<file path="config.mk">
export PLATFORM = sky130hd
export DESIGN_NAME = tree_walk_ctrl
export DESIGN_NICKNAME = d
export VERILOG_FILES = /design/src/rtl/tree_pkg.sv /design/src/rtl/tree_feat_sel.sv /design/src/rtl/tree_walk_ctrl.sv
export SDC_FILE = /design/constraint.sdc
export NUM_CORES = 1
export LEC_CHECK = 0
export ABC_AREA = 1
export CORE_MARGIN = 2
export CORE_UTILIZATION = 35
export CTS_CLUSTER_SIZE = 28
export DETAILED_ROUTE_END_ITERATION = 8
export SYNTH_ARGS = -nofsm -noshare
export SYNTH_HDL_FRONTEND = slang
export SYNTH_SLANG_ARGS = --single-unit
</file>
<file path="constraint.sdc">
create_clock -name clk -period 3.1 [get_ports clk]
set_input_delay 0.775 -clock clk [delete_from_list [all_inputs] [get_ports clk]]
set_output_delay 0.775 -clock clk [all_outputs]
set_load 0.005 [all_outputs]
</file>
<file path="src/rtl/tree_pkg.sv">
// Shared definitions for the decision-tree walk controller.
// Contents: node word field positions, error class label, root address of the
// 1-based heap layout, and the walk-state enumeration.
package tree_pkg;

    // Node word fields
    localparam int unsigned LEAF_BIT = 15;
    localparam int unsigned FIDX_HI  = 14;
    localparam int unsigned FIDX_LO  = 8;
    localparam int unsigned THR_HI   = 7;
    localparam int unsigned THR_LO   = 0;
    localparam int unsigned FIDX_W   = FIDX_HI - FIDX_LO + 1;

    // Class reported on a failed walk
    localparam logic [7:0] ERR_CLASS = 8'hFF;

    // Heap root; children of a are 2a and 2a+1
    localparam int unsigned ROOT_ADDR = 1;

    typedef enum logic [1:0] {
        StIdle,
        StFetch,
        StEval,
        StDone
    } walk_state_e;

endpackage

</file>
<file path="src/rtl/tree_feat_sel.sv">
// Feature selector: picks one 8-bit feature out of the latched feature vector.
// Ports:
//   feat_vec  in   NUM_FEAT*8  latched feature vector, feature k = [8k+7:8k]
//   idx       in   FIDX_W      feature index taken from the node word
//   feat      out  8           selected feature (0 when idx is out of range)
//   idx_bad   out  1           idx >= NUM_FEAT
module tree_feat_sel
    import tree_pkg::*;
#(
    parameter int unsigned NUM_FEAT = 8
) (
    input  logic [NUM_FEAT*8-1:0] feat_vec,
    input  logic [FIDX_W-1:0]     idx,
    output logic [7:0]            feat,
    output logic                  idx_bad
);

    always_comb begin
        feat    = '0;
        idx_bad = (32'(idx) >= NUM_FEAT);
        for (int k = 0; k < NUM_FEAT; k++) begin
            if (idx == FIDX_W'(k)) begin
                feat = feat_vec[k*8 +: 8];
            end
        end
    end

endmodule

</file>
<file path="src/rtl/tree_walk_ctrl.sv">
// Decision-tree walk controller. Accepts a feature vector, walks a heap-ordered
// tree stored in a tree_dram (1-cycle registered read) from the root until a
// leaf, then returns the leaf class (or an error) on an output handshake.
// One walk in flight at a time.
// Optional feature macro: TREE_WALK_STATS_EN adds saturating result counters.
// Ports:
//   clk        in   1           clock
//   rst        in   1           synchronous reset, active-low
//   in_valid   in   1           feature vector valid
//   in_ready   out  1           idle, can accept a vector
//   in_feat    in   NUM_FEAT*8  feature vector
//   mem_addr   out  LEVEL       tree_dram read address
//   mem_data   in   16          tree_dram read data
//   out_valid  out  1           result valid
//   out_ready  in   1           result consumer ready
//   out_class  out  8           class label (ERR_CLASS on error)
//   out_err    out  1           walk error
//   busy       out  1           not idle
//   stat_done  out  32          completed results (TREE_WALK_STATS_EN only)
//   stat_err   out  16          completed error results (TREE_WALK_STATS_EN only)
module tree_walk_ctrl
    import tree_pkg::*;
#(
    parameter int unsigned LEVEL    = 4,
    parameter int unsigned NUM_FEAT = 8
) (
    input  logic                  clk,
    input  logic                  rst,
    input  logic                  in_valid,
    output logic                  in_ready,
    input  logic [NUM_FEAT*8-1:0] in_feat,
    output logic [LEVEL-1:0]      mem_addr,
    input  logic [15:0]           mem_data,
    output logic                  out_valid,
    input  logic                  out_ready,
    output logic [7:0]            out_class,
    output logic                  out_err,
    output logic                  busy
`ifdef TREE_WALK_STATS_EN
    ,
    output logic [31:0]           stat_done,
    output logic [15:0]           stat_err
`endif
);

    walk_state_e           state;
    logic [NUM_FEAT*8-1:0] feat_q;
    logic [7:0]            sel_feat;
    logic                  idx_bad;
    logic                  go_left;
    logic [LEVEL:0]        next_addr;
    logic                  walk_err;

    tree_feat_sel #(
        .NUM_FEAT (NUM_FEAT)
    ) u_feat_sel (
        .feat_vec (feat_q),
        .idx      (mem_data[FIDX_HI:FIDX_LO]),
        .feat     (sel_feat),
        .idx_bad  (idx_bad)
    );

    // next = 2a + (feat >= thr), one bit wider so falling off the tree shows in the MSB
    always_comb begin
        go_left   = (sel_feat < mem_data[THR_HI:THR_LO]);
        next_addr = {mem_addr, ~go_left};
        walk_err  = idx_bad || next_addr[LEVEL];
    end

    assign in_ready = (state == StIdle);
    assign busy     = (state != StIdle);

    always_ff @(posedge clk) begin
        if (!rst) begin
            state     <= StIdle;
            mem_addr  <= '0;
            out_valid <= 1'b0;
            out_class <= '0;
            out_err   <= 1'b0;
            feat_q    <= '0;
        end else begin
            case (state)
                StIdle: begin
                    if (in_valid) begin
                        feat_q   <= in_feat;
                        mem_addr <= LEVEL'(ROOT_ADDR);
                        state    <= StFetch;
                    end
                end
                StFetch: begin
                    state <= StEval;
                end
                StEval: begin
                    if (mem_data[LEAF_BIT]) begin
                        out_class <= mem_data[THR_HI:THR_LO];
                        out_err   <= 1'b0;
                        out_valid <= 1'b1;
                        state     <= StDone;
                    end else if (walk_err) begin
                        out_class <= ERR_CLASS;
                        out_err   <= 1'b1;
                        out_valid <= 1'b1;
                        state     <= StDone;
                    end else begin
                        mem_addr <= next_addr[LEVEL-1:0];
                        state    <= StFetch;
                    end
                end
                StDone: begin
                    if (out_ready) begin
                        out_valid <= 1'b0;
                        mem_addr  <= '0;
                        state     <= StIdle;
                    end
                end
                default: state <= StIdle;
            endcase
        end
    end

`ifdef TREE_WALK_STATS_EN
    always_ff @(posedge clk) begin
        if (!rst) begin
            stat_done <= '0;
            stat_err  <= '0;
        end else if (out_valid && out_ready) begin
            if (stat_done != '1) begin
                stat_done <= stat_done + 32'd1;
            end
            if (out_err && (stat_err != '1)) begin
                stat_err <= stat_err + 16'd1;
            end
        end
    end
`endif

endmodule

</file>
==> results.py <==
metrics = {
    "worst_setup_path": {
        "cp_max_fo": 7,
        "critical_path_class": "in -> reg",
        "worstSetupEndpointType": "register",
        "arrival_time_of_the_worst_setup_path_ns": 3.12,
        "required_ns": 3.33,
        "crit_path_start_kind": "input port",
    },
    "finish": {
        "register_area_um2": 1600,
        "finish.cell_count_without_fillers": 763,
        "multi_input_gate_area_um2": 1850,
        "antenna_cells_inserted": 0,
        "final_util": 0.511,
        "drive_above_1_share": 0.126,
        "finish.net_count": 716,
        "filler_cell_count": 1036,
        "synthToLayoutAreaGrowth_pct": 42.6,
    },
    "clock_network": {
        "tritoncts": "built",
        "ctsRootBufferMaster": "sky130_fd_sc_hd__clkbuf_8",
        "cts.sinks": 80,
        "insertion_delay_ns": 0.35,
        "htree_levels": 3,
        "clk_path_buf_depth": 2,
        "clock_slew_seen_by_the_registers_of_the_worst_setup_and_hold_paths_ns": 0.07,
        "cts-buffers-inserted": 9,
    },
    "detailed_routing": {
        "routed_via_density": 4.70,
        "top_layer_used": "met4",
        "via_count": 3583,
        "drt-pass1-iter-count": 4,
        "detail_route.wirelength.met1_um": 4690,
        "detailedRoute.firstIterationViolations": 113,
        "detail_route.drc_violations": 0,
        "met2_wirelength_um": 4590,
        "avgRoutedWirePerCell_um": 13.0,
        "ant_nets": 0,
        "met3RoutedLength_um": 438,
        "postRouteWirelength_um": 9890,
    },
    "synth": {
        "number_of_library_cell_types_mapped_by_synthesis": 27,
        "synth_commonest_cells": "142 x sky130_fd_sc_hd__nor2_1, 80 x sky130_fd_sc_hd__dfxtp_1, 75 x sky130_fd_sc_hd__o21ai_0",
        "synth.area.top_cells": "sky130_fd_sc_hd__dfxtp_1 44%, sky130_fd_sc_hd__nor2_1 15%, sky130_fd_sc_hd__o21ai_0 10%",
        "netlist_area_um2": 3660,
        "mappedNetlistNets": 601,
        "yosysTopAreaCell": "sky130_fd_sc_hd__dfxtp_1",
        "yosys_warnings": 0,
        "fraction_of_registers_with_async_set_reset": 0,
        "synth-edff-count": 0,
        "synthFlopType": "sky130_fd_sc_hd__dfxtp_1",
        "syn-mean-instance-area_um2": 7.23,
        "synth.ff_latch_count": 80,
        "synth_top_cell_area_share": 0.437,
        "postSynthCellCount": 507,
        "synth_seq_area_share": 0.437,
        "yosys.cell_count.top_type": "sky130_fd_sc_hd__nor2_1",
    },
    "power_and_ir_drop": {
        "power_switching_w": 0.00103,
        "clock_power_share": 0.243,
        "power.share.sequential": 0.455,
        "share_comb_of_total_power": 0.302,
        "fraction_of_power_spent_switching_nets": 0.329,
        "worst_ir_drop_vdd_mv": 0.293,
        "power.internal_w": 0.00211,
        "power.density_nw_per_um2": 602,
        "power_w": 0.00315,
        "p_leak_nw": 2.28,
    },
    "floorplanning": {
        "placementRows": 37,
        "floorplan_core_area_um2": 10200,
        "dieArea_um2": 11300,
        "io-pin-count": 100,
        "initial_core_util": 0.358,
        "die_w_um": 106,
        "fp.dieH_um": 106,
    },
    "timing": {
        "final.setup.worst_slack_ns": 0.210,
        "final_max_slew_viol_count": 0,
        "post-route-min-period_ns": 2.89,
        "slew-limit-headroom": 0.661,
        "max_freq_ghz": 0.346,
        "final.setup.tns_ns": 0,
        "grt_setup_unrepaired": "false",
        "report.final.hold_viol_count": 0,
        "worst_clock_skew_ns": 0.0111,
        "finalSetupViolCount": 0,
        "finalCritPeriodShare": 0.932,
        "tightestPinTransition_ns": 0.508,
    },
    "global_route": {
        "grt_pass1_wl_um": 16500,
        "grtUsageTotal": 0.183,
        "antenna_violations_before_repair": 0,
        "grt-ovfl-total": 0,
        "grt_max_degree": 66,
        "vias_in_the_first_global_route": 3514,
    },
    "placement": {
        "placement.io_buffers": 99,
        "dp_slack_ns": -0.346,
        "hpwlAfterDp_um": 7680,
        "finalWeightedCongestion": 0.910,
        "placed_cells": 744,
    },
    "hold_path": {
        "worst_hold_path_type": "reg -> reg",
    },
    "run_status": {
        "status": "finished clean",
    },
    "flow_run": {
        "maxCapViolCount": 0,
    },
}
==> cell usage in the layout, fill, tap and decap left out, types with 7 or more instances in the layout <==
master | synthesis | layout
sky130_fd_sc_hd__buf_4 | 0 | 26
sky130_fd_sc_hd__nand2_1 | 54 | 53
sky130_fd_sc_hd__clkbuf_8 | 0 | 10
sky130_fd_sc_hd__nand3_1 | 11 | 11
sky130_fd_sc_hd__inv_1 | 40 | 36
sky130_fd_sc_hd__o221ai_1 | 8 | 8
sky130_fd_sc_hd__o21ai_0 | 75 | 73
sky130_fd_sc_hd__nor2_4 | 6 | 8
sky130_fd_sc_hd__nor2_1 | 142 | 141
sky130_fd_sc_hd__clkdlybuf4s50_1 | 0 | 93
sky130_fd_sc_hd__inv_2 | 6 | 10
sky130_fd_sc_hd__a21oi_1 | 18 | 17
sky130_fd_sc_hd__ha_1 | 10 | 10
sky130_fd_sc_hd__dfxtp_1 | 80 | 80
sky130_fd_sc_hd__nand4_1 | 7 | 7
==> kinds of logic after synthesis <==
| kind of cell | after synthesis | share of synthesized area |
|---|---|---|
| compound gates | 114 | 0.177 |
| simple gates | 233 | 0.275 |
| fa+ha+maj | 10 | 0.0342 |
| buf+inv | 70 | 0.0762 |
| flops | 80 | 0.437 |
==> state kept, by name (all words and copies together), names as in the netlist <==
signal,flops
feat_q,64
out_class,8
mem_addr,4
state,2
out_err,1
out_valid,1
==> power groups by stage <==
stage          Sequential (W)  Clock [W]  Combinational [W]
6_report              0.00143   0.000763           0.000951
5_1_grt               0.00146   0.000818            0.00110
4_1_cts               0.00143   0.000783           0.000957
3_5_place_dp          0.00145          0           0.000955
2_1_floorplan         0.00140          0           0.000588
3_3_place_gp          0.00145          0           0.000937
==> final cells by class <==
class / instances / area share
Timing Repair Buffer: 127 / 0.234
Clock buffer: 12 / 0.0278
Inverter: 47 / 0.0340
Clock inverter: 4 / 0.0103
Multi-Input combinational cell: 357 / 0.354
Tap cell: 136 / 0.0326
Sequential cell: 80 / 0.307
==> final timing paths <==
check / end / slack (ns) / startpoint / cells after the start
setup / recovery: mem_addr[0] / 0.21 / mem_data[9] / 16
hold reg to reg: feat_q[36] / 0.48 / feat_q[36] / 2
setup reg to reg: mem_addr[0] / 1.04 / state[0] / 12
hold / removal: feat_q[36] / 0.48 / feat_q[36] / 2
==> stage by stage <==
stage / instance area, µm² / hold slack, ns
global route: 5220 / 0.507
CTS: 5120 / 0.480
floorplan: 3660 / 0.430
finish: 5220 / 0.484
detailed placement: 4920 / 0.463
global placement: 4920 / 0.463
==> metal layers <==
layer | vias to the layer above | GRT usage
met1 | 1599 | 0.238
met3 | 15 | 0.0337
li1 | 1886 | -
met5 | - | 0
met4 | 0 | 0.0818
met2 | 83 | 0.296
==> repair_timing <==
item                                    4_1_cts  5_1_grt
resized for setup                             0       25
endpoints found under the setup margin        0        1
setup buffers                                 0        3
hold buffers                                  0        0
==> critical path: stages <==
cell and delay, ns:
sky130_fd_sc_hd__clkdlybuf4s50_1 0.51, sky130_fd_sc_hd__inv_1 0.06, sky130_fd_sc_hd__nand2_1 0.12, sky130_fd_sc_hd__nor2_4 0.08, sky130_fd_sc_hd__a32o_1 0.28, sky130_fd_sc_hd__a221oi_2 0.22, sky130_fd_sc_hd__nand4_1 0.16, sky130_fd_sc_hd__o21ai_0 0.10
sky130_fd_sc_hd__inv_1 0.06, sky130_fd_sc_hd__ha_1 0.29, sky130_fd_sc_hd__nand2_1 0.07, sky130_fd_sc_hd__nor2_1 0.05, sky130_fd_sc_hd__a211oi_2 0.14, sky130_fd_sc_hd__nand2_1 0.08, sky130_fd_sc_hd__nand2_1 0.07, sky130_fd_sc_hd__a21oi_2 0.05
(Power assumes the default switching activity.)
